File: config.mk
export PLATFORM = sky130hd
export DESIGN_NAME = pixel_framer
export DESIGN_NICKNAME = d
export VERILOG_FILES = /design/src/rtl/pixel_pkg.sv /design/src/rtl/pixel_framer_edge_det.sv /design/src/rtl/pixel_framer.sv
export SDC_FILE = /design/constraint.sdc
export NUM_CORES = 1
export LEC_CHECK = 0
export BUFFER_PORTS_ARGS = -buffer_cell sky130_fd_sc_hd__buf_2
export CAP_MARGIN = 25
export CORE_UTILIZATION = 35
export DETAILED_ROUTE_END_ITERATION = 12
export PLACE_DENSITY = 0.61
export SLEW_MARGIN = 5
export SYNTH_ARGS = -nofsm -noshare
export SYNTH_HDL_FRONTEND = slang
export SYNTH_SLANG_ARGS = --single-unit
export TNS_END_PERCENT = 10
File: constraint.sdc
create_clock -name clk -period 2.6 [get_ports clk]
set_input_delay 0.78 -clock clk [delete_from_list [all_inputs] [get_ports clk]]
set_output_delay 0.78 -clock clk [all_outputs]
set_load 0.01 [all_outputs]
File: src/rtl/pixel_pkg.sv
// ---------------------------------------------------------------------------
// pixel_pkg
// Shared definitions for the camera-to-cluster pixel path: sample width,
// signed saturation limit, framer state encoding, the RGB payload struct and
// the unsigned-to-signed saturating converter.
// ---------------------------------------------------------------------------
package pixel_pkg;

    localparam int unsigned PIX_W = 12;

    localparam logic signed [PIX_W-1:0] PIX_SMAX = 12'sd2047;

    typedef enum logic [1:0] {
        WAIT_GAP,
        IDLE,
        ACTIVE
    } framer_state_t;

    // One signed RGB sample as handed to the cluster stage.
    typedef struct packed {
        logic signed [PIX_W-1:0] r;
        logic signed [PIX_W-1:0] g;
        logic signed [PIX_W-1:0] b;
    } rgb_t;

    // Clamp an unsigned sample into the positive half of the signed range.
    // Values that fit are reinterpreted bit-for-bit, so bit 11 is always 0.
    function automatic logic signed [PIX_W-1:0] sat_u2s(input logic [PIX_W-1:0] v);
        logic signed [PIX_W-1:0] res;
        if (v[PIX_W-1]) begin
            res = PIX_SMAX;
        end else begin
            res = $signed(v);
        end
        return res;
    endfunction

endpackage

File: src/rtl/pixel_framer_edge_det.sv
// ---------------------------------------------------------------------------
// edge_det
// Registers a level input and reports its rising and falling edges against
// the registered copy.
//   clk, rst_n : clock, asynchronous active-low reset
//   d          : level input
//   q          : d delayed by one clock (registered)
//   rise_c     : d high now, low last cycle (combinational)
//   fall_c     : d low now, high last cycle (combinational)
// ---------------------------------------------------------------------------
module edge_det (
    input  logic clk,
    input  logic rst_n,
    input  logic d,
    output logic q,
    output logic rise_c,
    output logic fall_c
);

    // Previous-cycle copy of the input.
    always_ff @(posedge clk or negedge rst_n) begin
        if (!rst_n) begin
            q <= 1'b0;
        end else begin
            q <= d;
        end
    end

    assign rise_c = d & ~q;
    assign fall_c = ~d & q;

endmodule

File: src/rtl/pixel_framer.sv
// ---------------------------------------------------------------------------
// pixel_framer
// Turns the fval/lval-qualified unsigned camera stream into a saturated
// signed RGB stream tagged with raster x/y. Malformed lines and frames are
// flagged, and frame_end fires only for a complete, error-free frame.
//   clk, rst_n              : clock, asynchronous active-low reset
//   fval, lval              : camera frame / line valid
//   in_r, in_g, in_b        : unsigned camera samples
//   pixel_r/g/b             : saturated signed samples (registered)
//   pixel_valid             : output pixel qualifier (registered)
//   x, y                    : raster position of the output pixel (registered)
//   frame_start, frame_end  : one-cycle frame pulses (registered)
//   line_err, frame_err     : sticky error flags, cleared at frame_start
// ---------------------------------------------------------------------------
module pixel_framer
    import pixel_pkg::*;
#(
    parameter int unsigned IMG_WIDTH  = 640,
    parameter int unsigned IMG_HEIGHT = 480
) (
    input  logic                            clk,
    input  logic                            rst_n,
    input  logic                            fval,
    input  logic                            lval,
    input  logic [11:0]                     in_r,
    input  logic [11:0]                     in_g,
    input  logic [11:0]                     in_b,
    output logic signed [11:0]              pixel_r,
    output logic signed [11:0]              pixel_g,
    output logic signed [11:0]              pixel_b,
    output logic                            pixel_valid,
    output logic [$clog2(IMG_WIDTH)-1:0]    x,
    output logic [$clog2(IMG_HEIGHT)-1:0]   y,
    output logic                            frame_start,
    output logic                            frame_end,
    output logic                            line_err,
    output logic                            frame_err
);

    // Counters need one extra code so they can sit at "full" (WIDTH/HEIGHT).
    localparam int unsigned XCW = $clog2(IMG_WIDTH + 1);
    localparam int unsigned YCW = $clog2(IMG_HEIGHT + 1);
    localparam int unsigned XW  = $clog2(IMG_WIDTH);
    localparam int unsigned YW  = $clog2(IMG_HEIGHT);

    localparam logic [XCW-1:0] X_FULL = XCW'(IMG_WIDTH);
    localparam logic [YCW-1:0] Y_FULL = YCW'(IMG_HEIGHT);

    framer_state_t  state;
    framer_state_t  state_nxt;

    logic           fval_q;
    logic           fval_rise;
    logic           fval_fall;
    logic           lval_d;
    logic           lval_rise;
    logic           lval_fall;

    logic [XCW-1:0] x_cnt;
    logic [XCW-1:0] x_cnt_nxt;
    logic [YCW-1:0] y_cnt;
    logic [YCW-1:0] y_cnt_nxt;

    rgb_t           pix_nxt;
    logic [XW-1:0]  x_nxt;
    logic [YW-1:0]  y_nxt;
    logic           valid_nxt;
    logic           start_nxt;
    logic           end_nxt;
    logic           line_err_nxt;
    logic           frame_err_nxt;

    logic           pix_in;
    logic           line_close;

    // Frame and line edge detection.
    edge_det u_fval_edge (
        .clk    (clk),
        .rst_n  (rst_n),
        .d      (fval),
        .q      (fval_q),
        .rise_c (fval_rise),
        .fall_c (fval_fall)
    );

    edge_det u_lval_edge (
        .clk    (clk),
        .rst_n  (rst_n),
        .d      (lval),
        .q      (lval_d),
        .rise_c (lval_rise),
        .fall_c (lval_fall)
    );

    // The registered fval copy and lval rise are not needed by the framer.
    logic unused_edges;
    assign unused_edges = fval_q ^ lval_rise;

    assign pix_in = fval & lval;

    // A line also closes when fval drops while lval is still high.
    assign line_close = lval_fall | (lval_d & ~fval);

    // State register.
    always_ff @(posedge clk or negedge rst_n) begin
        if (!rst_n) begin
            state <= WAIT_GAP;
        end else begin
            state <= state_nxt;
        end
    end

    // Next-state logic. In IDLE fval was low last cycle, and in ACTIVE it was
    // high, so the edge pulses coincide with the sampled levels there.
    always_comb begin
        state_nxt = state;
        case (state)
            WAIT_GAP: begin
                if (!fval) begin
                    state_nxt = IDLE;
                end
            end
            IDLE: begin
                if (fval_rise) begin
                    state_nxt = ACTIVE;
                end
            end
            ACTIVE: begin
                if (fval_fall) begin
                    state_nxt = IDLE;
                end
            end
            default: begin
                state_nxt = WAIT_GAP;
            end
        endcase
    end

    // Output / datapath next-value logic.
    always_comb begin
        x_cnt_nxt     = x_cnt;
        y_cnt_nxt     = y_cnt;
        pix_nxt.r     = pixel_r;
        pix_nxt.g     = pixel_g;
        pix_nxt.b     = pixel_b;
        x_nxt         = x;
        y_nxt         = y;
        valid_nxt     = 1'b0;
        start_nxt     = 1'b0;
        end_nxt       = 1'b0;
        line_err_nxt  = line_err;
        frame_err_nxt = frame_err;

        case (state)
            IDLE: begin
                if (fval_rise) begin
                    start_nxt     = 1'b1;
                    line_err_nxt  = 1'b0;
                    frame_err_nxt = 1'b0;
                    x_cnt_nxt     = '0;
                    y_cnt_nxt     = '0;
                    // lval already high on the opening sample: first pixel.
                    if (lval) begin
                        valid_nxt = 1'b1;
                        pix_nxt.r = sat_u2s(in_r);
                        pix_nxt.g = sat_u2s(in_g);
                        pix_nxt.b = sat_u2s(in_b);
                        x_nxt     = '0;
                        y_nxt     = '0;
                        x_cnt_nxt = XCW'(1);
                    end
                end
            end
            ACTIVE: begin
                // Pixel and line close are mutually exclusive in one sample.
                if (pix_in) begin
                    if (y_cnt >= Y_FULL) begin
                        frame_err_nxt = 1'b1;
                    end else if (x_cnt < X_FULL) begin
                        valid_nxt = 1'b1;
                        pix_nxt.r = sat_u2s(in_r);
                        pix_nxt.g = sat_u2s(in_g);
                        pix_nxt.b = sat_u2s(in_b);
                        x_nxt     = XW'(x_cnt);
                        y_nxt     = YW'(y_cnt);
                        x_cnt_nxt = x_cnt + XCW'(1);
                    end else begin
                        line_err_nxt = 1'b1;
                    end
                end

                if (line_close) begin
                    if (x_cnt != X_FULL) begin
                        line_err_nxt = 1'b1;
                    end
                    x_cnt_nxt = '0;
                    if (y_cnt != Y_FULL) begin
                        y_cnt_nxt = y_cnt + YCW'(1);
                    end
                end

                // Frame close sees the result of a same-cycle line close.
                if (fval_fall) begin
                    if ((y_cnt_nxt == Y_FULL) && !line_err_nxt) begin
                        end_nxt = 1'b1;
                    end else begin
                        frame_err_nxt = 1'b1;
                    end
                end
            end
            default: begin
            end
        endcase
    end

    // Output and counter registers.
    always_ff @(posedge clk or negedge rst_n) begin
        if (!rst_n) begin
            x_cnt       <= '0;
            y_cnt       <= '0;
            pixel_r     <= '0;
            pixel_g     <= '0;
            pixel_b     <= '0;
            pixel_valid <= 1'b0;
            x           <= '0;
            y           <= '0;
            frame_start <= 1'b0;
            frame_end   <= 1'b0;
            line_err    <= 1'b0;
            frame_err   <= 1'b0;
        end else begin
            x_cnt       <= x_cnt_nxt;
            y_cnt       <= y_cnt_nxt;
            pixel_r     <= pix_nxt.r;
            pixel_g     <= pix_nxt.g;
            pixel_b     <= pix_nxt.b;
            pixel_valid <= valid_nxt;
            x           <= x_nxt;
            y           <= y_nxt;
            frame_start <= start_nxt;
            frame_end   <= end_nxt;
            line_err    <= line_err_nxt;
            frame_err   <= frame_err_nxt;
        end
    end

endmodule
==> results of run 1 <==
==> synthesized netlist by cell type (all sizes together) (2+ instances only) <==
library cell | count | area (um2)
nor4 | 2 | 12.51
a21boi | 2 | 18.77
a31oi | 4 | 25.02
or2 | 2 | 12.51
a21oi | 10 | 53.80
nand3b | 3 | 35.03
inv | 14 | 52.55
clkbuf | 11 | 41.29
o21ai | 52 | 260.3
nand2b | 2 | 12.51
o31ai | 2 | 15.01
a22o | 19 | 166.4
nor2 | 55 | 206.5
nor3 | 13 | 100.1
nand3 | 9 | 45.04
nand2 | 56 | 210.2
dfrtp | 80 | 2002
ha | 8 | 100.1
xnor2 | 9 | 78.83
nand4 | 4 | 25.02
buf | 15 | 96.34
==> logic make-up (layout without fill, tap and decap cells) <==
kind of cell,count (synthesis),after routing
xor+xnor,9,9
fa+ha+maj,8,8
other cells,1,3
buf+inv,40,136
mux,1,1
flops,80,80
compound gates,99,99
simple gates,151,151
==> critical path, delay by kind of cell (launching register included) <==
family / cells / cell delay [ps]
buf+inv: 2 / 340
flops: 1 / 420
fa+ha+maj: 1 / 270
simple gates: 3 / 440
compound gates: 3 / 490
==> flip-flops by register name (all words and copies together), names as in the netlist <==
signal and count:
pixel_r 11, line_err 1, frame_err 1, x 10
pixel_g 11, y 9, y_cnt 9, frame_start 1
u_lval_edge.q 1, x_cnt 10, pixel_b 11, pixel_valid 1
frame_end 1, state 2, u_fval_edge.q 1
==> report_power, final <==
part | switching [W] | internal (W) | leakage, nW
registers | 0.000206 | 0.00159 | 1.04
logic | 0.000937 | 0.000643 | 1.09
clock network | 0.000455 | 0.000445 | 0.0973
total | 0.00160 | 0.00268 | 2.23
==> final cells by class <==
class                      count  area [um2]  area share (%)
timing repair buffer         106       595.6           13.04
clock inverter                 5       57.56           1.260
tap                          136       170.2           3.726
sequential                    80        2002           43.84
clock buffer                  11       131.4           2.877
inverter                      14       52.55           1.151
multi-input combinational    271        1558           34.11
==> worst min path at each step <==
stage	slack, ps	end
finish	410	pixel_b[3]$_DFFE_PN0P_
global route	430	pixel_b[8]$_DFFE_PN0P_
CTS	420	x_cnt[1]$_DFFE_PN0P_
detailed placement	470	pixel_g[9]$_DFFE_PN0P_
global placement	460	pixel_r[10]$_DFFE_PN0P_
floorplan	480	frame_end$_DFF_PN0_
==> stage by stage <==
step / hold WS (ps) / utilization, %
after CTS: 417.1 / 44.24
after global placement: 462.2 / 42.41
final: 413.2 / 44.24
after global routing: 425.2 / 44.24
after detailed placement: 470.7 / 42.41
after floorplan: 484.4 / -
==> per-layer routing <==
layer / wire length (um) / vias to the layer above
met1: 4166 / 1429
met5: 0 / -
met3: 547 / 7
met4: 104 / 0
met2: 3765 / 112
li1: - / 1510
==> run_results.csv, run 1 <==
group,metric,value,unit
clock_tree,clock_latency,350,ps
clock_tree,post-cts-setup-buffer-count,0,
worst_setup_path,crit_arrival,2300,ps
routing,drt_first_pass_iters,5,
logic_synthesis,synth_mux_area_share,0.2683,%
clock_tree,htree_levels,3,
worst_setup_path,reg2reg_slack,520,ps
logic_synthesis,synthFlopType,"dfrtp_1",
worst_setup_path,rr_worst_depth,9,
sta,final_hold_viol_count,0,
logic_synthesis,syn_area,3731,um2
logic_synthesis,netlist_instances,389,
clock_tree,tritoncts,"built",
grt,grt_pass1_vias,2919,
sta,finalSetupViolCount,0,
logic_synthesis,synth-edff-count,0,
logic_synthesis,yosysWarnings,0,
clock_tree,cts_buffers,9,
grt,grt_max_degree,41,
layout,n_fill_cell,1014,
sta,worst_pin_slew,711.0,ps
floorplanning,row_count,37,
hold_path,hp-class,"input port to asynchronous set/reset pin",
worst_setup_path,cp_cell_sequence,"inv_1 -> ha_1 -> and3b_1 -> nand2_1 -> o21ai_0 -> o21ai_4 -> buf_12 -> nand2_1 -> o21ai_1",
worst_setup_path,startpoint,"state[1]$_DFFE_PN0P_",
logic_synthesis,synthAdderAreaFrac,2.683,%
sta,maxSlewViolCount,0,
clock_tree,cts_max_path_buffers,2,
routing,wire_per_inst,13.78,um
sta,rsz0062_at_grt,"no",
outcome,status,"finished, final reports clean",
place,post-place-ws,317.6,ps
place,placed_area,4378,um2
place,port-buffer-count,96,
layout,nNetsFinal,530,
clock_tree,cts.sink_count,80,
clock_tree,cts-root-buf,"clkbuf_8",
layout,final_layout_size_suffix_gt1_share,27.52,%
logic_synthesis,synth_top_family_by_area,"simple AND/OR/NAND/NOR gates",
routing,routed_wirelength,8584,um
worst_setup_path,crit_type,"register to register",
logic_synthesis,async_reset_ff_share,100.0,%
worst_setup_path,rr_endpoint,"pixel_b[7]$_DFFE_PN0P_",
floorplanning,initial_utilization,36.14,%
sta,period_needed,2081,ps
layout,antenna_cells,0,
power_and_ir_drop,finalPower,0.004279,W
floorplanning,io_pins,100,
grt,met2_usage,25.23,%
worst_setup_path,crit_required,2820,ps
routing,num_vias,3058,
layout,final_cells,623,
routing,route.detailed.drc,0,
grt,grt_pass1_wl,14370,um
grt,antenna_found_initial,0,
logic_synthesis,synth-xor-area-share,2.113,%
worst_setup_path,critPathMaxFanout,34,
grt,grt.met1_usage,22.82,%
worst_setup_path,slowest_stage,"dfrtp_1",
layout,fin_area,4567,um2
clock_tree,post_cts_resized,0,
worst_setup_path,start_kind,"register",
flow_run,maxCapViolCount,0,
clock_tree,postCtsHoldBufs,0,
layout,final_common_cell,"buf_2",
place,hpwlAfterDp,6135,um
worst_setup_path,crit_path_end,"pixel_b[7]$_DFFE_PN0P_",
power_and_ir_drop,leakage,2.225,nW
logic_synthesis,ys_seq_elements,80,
logic_synthesis,syn_avg_cell_area,9.591,um2
routing,final_antenna_net_count,0,
layout,layout_common_cells,"buf_2, dfrtp_1, nand2_1",
layout,areaGrowthSynthToFinish,22.40,%
sta,fin_ws,519.5,ps
grt,busiest_layer,"met2",
grt,grtUsageTotal,16.46,%
floorplanning,coreArea,10320,um2
floorplanning,die_y,105.3,um
sta,max_freq,480.6,MHz
worst_setup_path,max_stage_delay,420,ps
worst_setup_path,path_common_cell,"nand2_1",
logic_synthesis,synth_simple_gate_area_share,18.78,%
logic_synthesis,synth_compound_area_share,17.30,%
place,globalplace.congestion,0.7980,
sta,maxSlewHeadroom,52.42,%
floorplanning,die_w,105.3,um
place,dp.cells,607,
clock_tree,clk_pin_slew,80,ps
floorplanning,die-area,11080,um2
sta,finalCritPeriodShare,80.02,%
worst_setup_path,end_kind,"register",
power_and_ir_drop,vdd_drop_max,0.3675,mV
routing,routed_via_density,4.909,
grt,use_met3,3.772,%
routing,drt-initial-drc-count,205,
logic_synthesis,ys_types,46,
logic_synthesis,synth_seq_area_share,53.66,%
power_and_ir_drop,p_per_area,937.0,nW/um2
sta,fin_tns_setup,0,ps
sta,finClkSkew,14.56,ps
grt,grt_overflow,0,
worst_setup_path,r2r_start,"state[1]$_DFFE_PN0P_",
Power figures use the tool's default switching activity.
==> inputs of run 2 (changes only) <==
--- a/config.mk
+++ b/config.mk
@@ -5,11 +5,12 @@
 export SDC_FILE = /design/constraint.sdc
 export NUM_CORES = 1
 export LEC_CHECK = 0
+export ABC_AREA = 1
 export BUFFER_PORTS_ARGS = -buffer_cell sky130_fd_sc_hd__buf_2
 export CAP_MARGIN = 25
 export CORE_UTILIZATION = 35
 export DETAILED_ROUTE_END_ITERATION = 12
-export PLACE_DENSITY = 0.61
+export PLACE_DENSITY = 0.63
 export SLEW_MARGIN = 5
 export SYNTH_ARGS = -nofsm -noshare
 export SYNTH_HDL_FRONTEND = slang
==> constraint.sdc (replaced) <==
create_clock -name clk -period 1.9 [get_ports clk]
set_input_delay 0.57 -clock clk [delete_from_list [all_inputs] [get_ports clk]]
set_output_delay 0.57 -clock clk [all_outputs]
set_load 0.01 [all_outputs]
==> run 2 against run 1 <==
Global-route usage fell by 0.23 points. Register-to-register slack got worse by 410 ps. Sequential cell count unchanged. Sequential power is 39% higher. Die area fell by 0.24%. Worst hold slack worse by 320 ps. Non-clock buffer count up 1. Sequential share of layout area down 0.57 points. Clock skew fell by 11 ps. Critical path type unchanged. Largest cell class unchanged. Highest routed layer unchanged.
==> run_results.csv, run 2 <==
group,metric,value,unit
outcome,status,"finished, final reports clean",
layout,final_layout_size_suffix_gt1_share,27.83,%
worst_setup_path,cp_cell_sequence,"inv_1 -> ha_1 -> nand3_1 -> o21ai_2 -> nand2_4 -> buf_12 -> o21ai_0",
logic_synthesis,synth_seq_area_share,53.78,%
routing,routed_via_density,4.699,
logic_synthesis,synth_top_area_share,53.78,%
power_and_ir_drop,swShare,38.52,%
routing,wire_per_inst,12.55,um
flow_run,maxCapViolCount,0,
layout,final_common_cell,"nand2_1",
power_and_ir_drop,clkPwrFrac,22.3,%
clock_tree,cts-root-buf,"clkbuf_8",
logic_synthesis,yosysMostFrequentCell,"nand2_1",
layout,n_fill_cell,1002,
grt,grt_pass1_wl,14260,um
routing,route.detailed.drc,0,
power_and_ir_drop,finalPower,0.005988,W
floorplanning,io_pins,100,
place,post-place-ws,34.56,ps
layout,nNetsFinal,582,
logic_synthesis,async_reset_ff_share,100.0,%
power_and_ir_drop,p_per_area,1294,nW/um2
sta,fin_ws,109.4,ps
layout,layout_common_cells,"nand2_1, buf_2, dfrtp_1",
sta,finClkSkew,3.960,ps
logic_synthesis,ys_types,38,
power_and_ir_drop,switchingPower,0.002306,W
sta,finalCritPeriodShare,94.24,%
worst_setup_path,critPathTopFamily,"compound AO/OA/AOI/OAI gates",
floorplanning,coreArea,10320,um2
logic_synthesis,netlist_instances,431,
worst_setup_path,max_stage_delay,420,ps
clock_tree,cts_buffers,9,
grt,grt_max_degree,57,
routing,drt_first_pass_iters,8,
layout,regArea,2002,um2
layout,final_cells,675,
place,dp.cells,659,
sta,period_needed,1791,ps
worst_setup_path,crit_arrival,2050,ps
floorplanning,die_y,105.1,um
logic_synthesis,synthFlopType,"dfrtp_1",
clock_tree,cts_max_path_buffers,2,
logic_synthesis,synth_common_cells,"nand2_1, dfrtp_1, nor2_1, o21ai_0, inv_1",
worst_setup_path,end_kind,"register",
power_and_ir_drop,leakage,2.374,nW
floorplanning,row_count,37,
clock_tree,clock_latency,350,ps
sta,finalSetupViolCount,0,
grt,grt_pass1_vias,2996,
sta,rsz0062_at_grt,"yes",
routing,top_layer_used,"met4",
routing,num_vias,3172,
logic_synthesis,synthTopCellsByArea,"dfrtp_1, nand2_1, nor2_1, o21ai_0, inv_1",
sta,maxSlewViolCount,0,
place,globalplace.congestion,0.8512,
logic_synthesis,yosysWarnings,0,
logic_synthesis,ys_seq_elements,80,
layout,areaGrowthSynthToFinish,24.30,%
grt,grtUsageTotal,16.23,%
routing,final_antenna_net_count,0,
routing,wl_met2,3763,um
routing,drt-initial-drc-count,292,
clock_tree,clk_pin_slew,90,ps
floorplanning,die_w,105.1,um
worst_setup_path,crit_type,"register to register",
hold_path,hp-class,"input port to asynchronous set/reset pin",
layout,finish.utilization,44.82,%
layout,multi_input_area,1476,um2
layout,largestRegisters,"pixel_b x11, pixel_g x11, pixel_r x11",
grt,antenna_found_initial,0,
routing,wl_met1,4045,um
worst_setup_path,slowest_stage,"dfrtp_1",
place,port-buffer-count,96,
place,hpwlAfterDp,6268,um
sta,fin_tns_setup,0,ps
grt,grt_overflow,0,
routing,routed_wirelength,8473,um
clock_tree,htree_levels,3,
clock_tree,tritoncts,"built",
layout,antenna_cells,0,
worst_setup_path,crit_required,2160,ps
routing,wl_met3,583,um
power_and_ir_drop,sequentialPowerShare,41.7,%
worst_setup_path,critPathMaxFanout,56,
worst_setup_path,start_kind,"register",
power_and_ir_drop,p_int,0.003682,W
logic_synthesis,syn_area,3722,um2
logic_synthesis,synth_top_cell_by_area,"dfrtp_1",
power_and_ir_drop,vdd_drop_max,0.5879,mV
sta,final_hold_viol_count,0,
floorplanning,die-area,11050,um2
logic_synthesis,syn_avg_cell_area,8.636,um2
power_and_ir_drop,p_comb_share,36.1,%
logic_synthesis,synth-edff-count,0,
sta,max_freq,558.5,MHz
floorplanning,initial_utilization,36.06,%
worst_setup_path,path_buf_inv,2,
clock_tree,cts.sink_count,80,
==> run 2: cell count changes after synthesis, moves of 5 or more <==
cell | previous run | this run
nand2_1 | 56 | 105
nand2_2 | 0 | 5
inv_1 | 14 | 33
o21ai_1 | 35 | 19
nor3_2 | 7 | 2
o22ai_1 | 0 | 5
o21ai_0 | 17 | 43
clkbuf_1 | 11 | 5
xnor2_1 | 9 | 0
xor2_1 | 0 | 6
inv_2 | 0 | 5
a22o_1 | 19 | 1
nand3_1 | 9 | 14
==> run 2: power groups by stage <==
stage / Combinational, W / Sequential (W) / Clock, W
floorplan: 0.00117 / 0.00269 / 0
global placement: 0.00213 / 0.00250 / 0
detailed placement: 0.00216 / 0.00252 / 0
CTS: 0.00216 / 0.00249 / 0.00139
global route: 0.00247 / 0.00256 / 0.00145
finish: 0.00216 / 0.00250 / 0.00133
==> run 2: worst register-to-register path, stage by stage, from the launching register on <==
cell	delay (ps)
dfrtp_1	420
inv_1	90
ha_1	170
nand3_1	160
o21ai_2	290
nand2_4	160
buf_12	210
o21ai_0	210
==> run 2: metrics by stage <==
| step | cell area (um2) | hold slack [ps] |
|---|---|---|
| after floorplan | 3730 | 274.4 |
| after global placement | 4404 | 463.6 |
| after detailed placement | 4404 | 469.4 |
| after CTS | 4614 | 82.95 |
| after global routing | 4627 | 84.94 |
| final | 4627 | 97.96 |
==> run 2: layout make-up <==
| class | count | area share (%) |
|---|---|---|
| inverter | 40 | 3.299 |
| multi-input combinational | 296 | 31.91 |
| timing repair buffer | 107 | 13.30 |
| clock buffer | 9 | 2.677 |
| clock inverter | 7 | 1.866 |
| tap | 136 | 3.678 |
| sequential | 80 | 43.27 |
==> run 2: repair_timing <==
item,in CTS,in global routing
gates resized for setup,0,5
hold buffers,0,0
setup buffers,0,0
endpoints found under the setup margin,0,46
endpoints found under the hold margin,0,0
==> run 2: path summary, 6_finish.rpt <==
check                                             from                 endpoint  slack, ps  cells after the start
worst max-delay path              state[1]$_DFFE_PN0P_   pixel_g[2]$_DFFE_PN0P_        110                      7
worst min-delay path                             rst_n   pixel_r[0]$_DFFE_PN0P_        100                      1
worst max register to register    state[1]$_DFFE_PN0P_   pixel_g[2]$_DFFE_PN0P_        110                      7
worst min register to register  pixel_r[6]$_DFFE_PN0P_   pixel_r[6]$_DFFE_PN0P_        490                      2
max in group asynchronous                        rst_n   pixel_b[3]$_DFFE_PN0P_       1300                      2
min in group clk                                  lval  u_lval_edge.q$_DFF_PN0_        360                      1
==> run 2: logic make-up after synthesis <==
logic type                 synth area share, %
AOI/OAI and AO/OA                        11.50
adders and majority gates                2.689
DFF                                      53.78
other                                   0.1007
buffers and inverters                    7.092
xor gates and xnor gates                 1.412
and+or+nand+nor                          23.43
==> run 2: per-layer routing <==
metal	GRT usage, %	vias up
li1	-	1590
met1	22.45	1452
met2	24.41	123
met3	4.928	7
met4	4.930	0
met5	0	-
==> inputs of run 3 (changes only) <==
--- a/config.mk
+++ b/config.mk
@@ -9,6 +9,7 @@
 export BUFFER_PORTS_ARGS = -buffer_cell sky130_fd_sc_hd__buf_2
 export CAP_MARGIN = 25
 export CORE_UTILIZATION = 35
+export CTS_BUF_LIST = sky130_fd_sc_hd__clkbuf_4
 export DETAILED_ROUTE_END_ITERATION = 12
 export PLACE_DENSITY = 0.63
 export SLEW_MARGIN = 5
==> run 3 against run 2 <==
Non-clock buffer count is 2 higher. Final cell count grew 0.30%. Clock skew grew 7.9 ps. Critical endpoint is now x_cnt[4]$_DFFE_PN0P_. Largest power group unchanged.
==> run_results.csv, run 3 (same netlist as run 2, synthesis figures left out) <==
group,metric,value,unit
floorplanning,initial_utilization,36.06,%
layout,multi_input_area,1491,um2
layout,nNetsFinal,584,
clock_tree,htree_levels,3,
worst_setup_path,cp_cell_sequence,"inv_1 -> ha_1 -> inv_1 -> nand2_1 -> nand2_1 -> buf_4 -> nand2_1 -> inv_2 -> nor3_1",
layout,regArea,2002,um2
routing,drt-initial-drc-count,284,
sta,fin_tns_setup,0,ps
routing,routed_wirelength,8487,um
sta,finalCritPeriodShare,91.09,%
routing,final_antenna_net_count,0,
layout,finish.utilization,44.59,%
clock_tree,clk_pin_slew,140,ps
power_and_ir_drop,swShare,39.66,%
sta,max_freq,577.8,MHz
power_and_ir_drop,clkPwrFrac,19.0,%
layout,fin_area,4603,um2
worst_setup_path,crit_type,"register to register",
grt,grtUsageTotal,16.23,%
power_and_ir_drop,vdd_drop_max,0.5535,mV
power_and_ir_drop,p_per_area,1258,nW/um2
hold_path,holdPathEnd,"u_lval_edge.q$_DFF_PN0_",
worst_setup_path,worstSetupPathDepth,9,
clock_tree,tritoncts,"built",
worst_setup_path,rr_worst_depth,9,
layout,n_fill_cell,1009,
worst_setup_path,startpoint,"state[1]$_DFFE_PN0P_",
routing,routed_via_density,4.696,
sta,finClkSkew,11.90,ps
clock_tree,cts-root-buf,"clkbuf_4",
power_and_ir_drop,p_int,0.003495,W
clock_tree,cts_max_path_buffers,2,
floorplanning,die_w,105.1,um
worst_setup_path,end_kind,"register",
layout,layout_common_cells,"nand2_1, buf_2, dfrtp_1",
power_and_ir_drop,sequentialPowerShare,43.0,%
grt,grt_overflow,0,
power_and_ir_drop,p_comb_share,37.9,%
hold_path,min-delay-start,"lval",
layout,largestRegisters,"pixel_b x11, pixel_g x11, pixel_r x11",
worst_setup_path,critPathMaxFanout,11,
floorplanning,die_y,105.1,um
grt,grt_pass1_vias,2985,
grt,grt_max_degree,57,
worst_setup_path,crit_required,2270,ps
floorplanning,row_count,37,
flow_run,maxCapViolCount,0,
worst_setup_path,reg2reg_slack,170,ps
worst_setup_path,path_buf_inv,4,
worst_setup_path,max_stage_delay,440,ps
worst_setup_path,slowest_stage,"dfrtp_1",
clock_tree,cts_buffers,9,
worst_setup_path,critPathTopFamily,"simple AND/OR/NAND/NOR gates",
sta,maxSlewViolCount,0,
sta,period_needed,1731,ps
sta,finalSetupViolCount,0,
layout,final_layout_size_suffix_gt1_share,28.47,%
grt,grt_pass1_wl,14190,um
layout,final_common_cell,"nand2_1",
hold_path,hp-class,"input port to register",
clock_tree,clock_latency,440,ps
routing,num_vias,3179,
worst_setup_path,path_common_cell,"nand2_1",
floorplanning,die-area,11050,um2
routing,wire_per_inst,12.54,um
worst_setup_path,crit_arrival,2100,ps
worst_setup_path,r2r_start,"state[1]$_DFFE_PN0P_",
sta,final_hold_viol_count,0,
outcome,status,"finished, final reports clean",
place,port-buffer-count,96,
place,hpwlAfterDp,6268,um
routing,drt_first_pass_iters,5,
floorplanning,coreArea,10320,um2
place,globalplace.congestion,0.8512,
place,placed_area,4404,um2
hold_path,hold_depth,1,
routing,route.detailed.drc,0,
clock_tree,cts.sink_count,80,
power_and_ir_drop,switchingPower,0.002297,W
worst_setup_path,start_kind,"register",
power_and_ir_drop,leakage,2.358,nW
layout,areaGrowthSynthToFinish,23.66,%
worst_setup_path,rr_endpoint,"x_cnt[4]$_DFFE_PN0P_",
floorplanning,io_pins,100,
grt,antenna_found_initial,0,
sta,rsz0062_at_grt,"no",
layout,antenna_cells,0,
[run 3: repair_timing]
action | CTS | global route
setup buffers | 0 | 1
hold endpoints to repair | 19 | 0
setup endpoints to repair | 0 | 44
gates resized for setup | 0 | 9
hold buffers | 1 | 0
[run 3: area by class of cell]
type,count,area share (%)
Multi-Input combinational cell,296,32.40
Clock inverter,7,1.876
Timing Repair Buffer,109,13.75
Clock buffer,9,1.468
Inverter,40,3.316
Sequential cell,80,43.49
Tap cell,136,3.697
[run 3: metrics by stage]
stage / hold slack (ps) / power, W / setup slack, ps / instances
floorplan: 274.4 / 0.003861 / 321.7 / 433
global placement: 463.6 / 0.004623 / 84.05 / 659
detailed placement: 469.4 / 0.004680 / 34.56 / 659
CTS: 250.5 / 0.005808 / 86.66 / 676
global route: 243.1 / 0.006280 / 8.349 / 677
finish: 269.4 / 0.005792 / 169.3 / 677
[run 3: routing by layer]
metal	part of all wire [%]	track usage, %
met1	48	22.62
met3	6.5	4.991
met4	1.3	4.829
met5	0	0
met2	44	24.22
[run 3: worst max-delay path by stage]
| stage | end | slack [ps] |
|---|---|---|
| detailed placement | frame_err$_DFFE_PN0P_ | 30 |
| global route | pixel_b[7]$_DFFE_PN0P_ | 8 |
| finish | x_cnt[4]$_DFFE_PN0P_ | 170 |
| CTS | pixel_g[2]$_DFFE_PN0P_ | 90 |
| global placement | frame_err$_DFFE_PN0P_ | 80 |
| floorplan | frame_err$_DFFE_PN0P_ | 320 |
[run 3: power groups by stage]
stage / sequential, W / combinational, W / clock, W
floorplan: 0.00269 / 0.00117 / 0
global placement: 0.00250 / 0.00213 / 0
detailed placement: 0.00252 / 0.00216 / 0
CTS: 0.00249 / 0.00217 / 0.00115
global route: 0.00256 / 0.00251 / 0.00122
finish: 0.00249 / 0.00220 / 0.00110
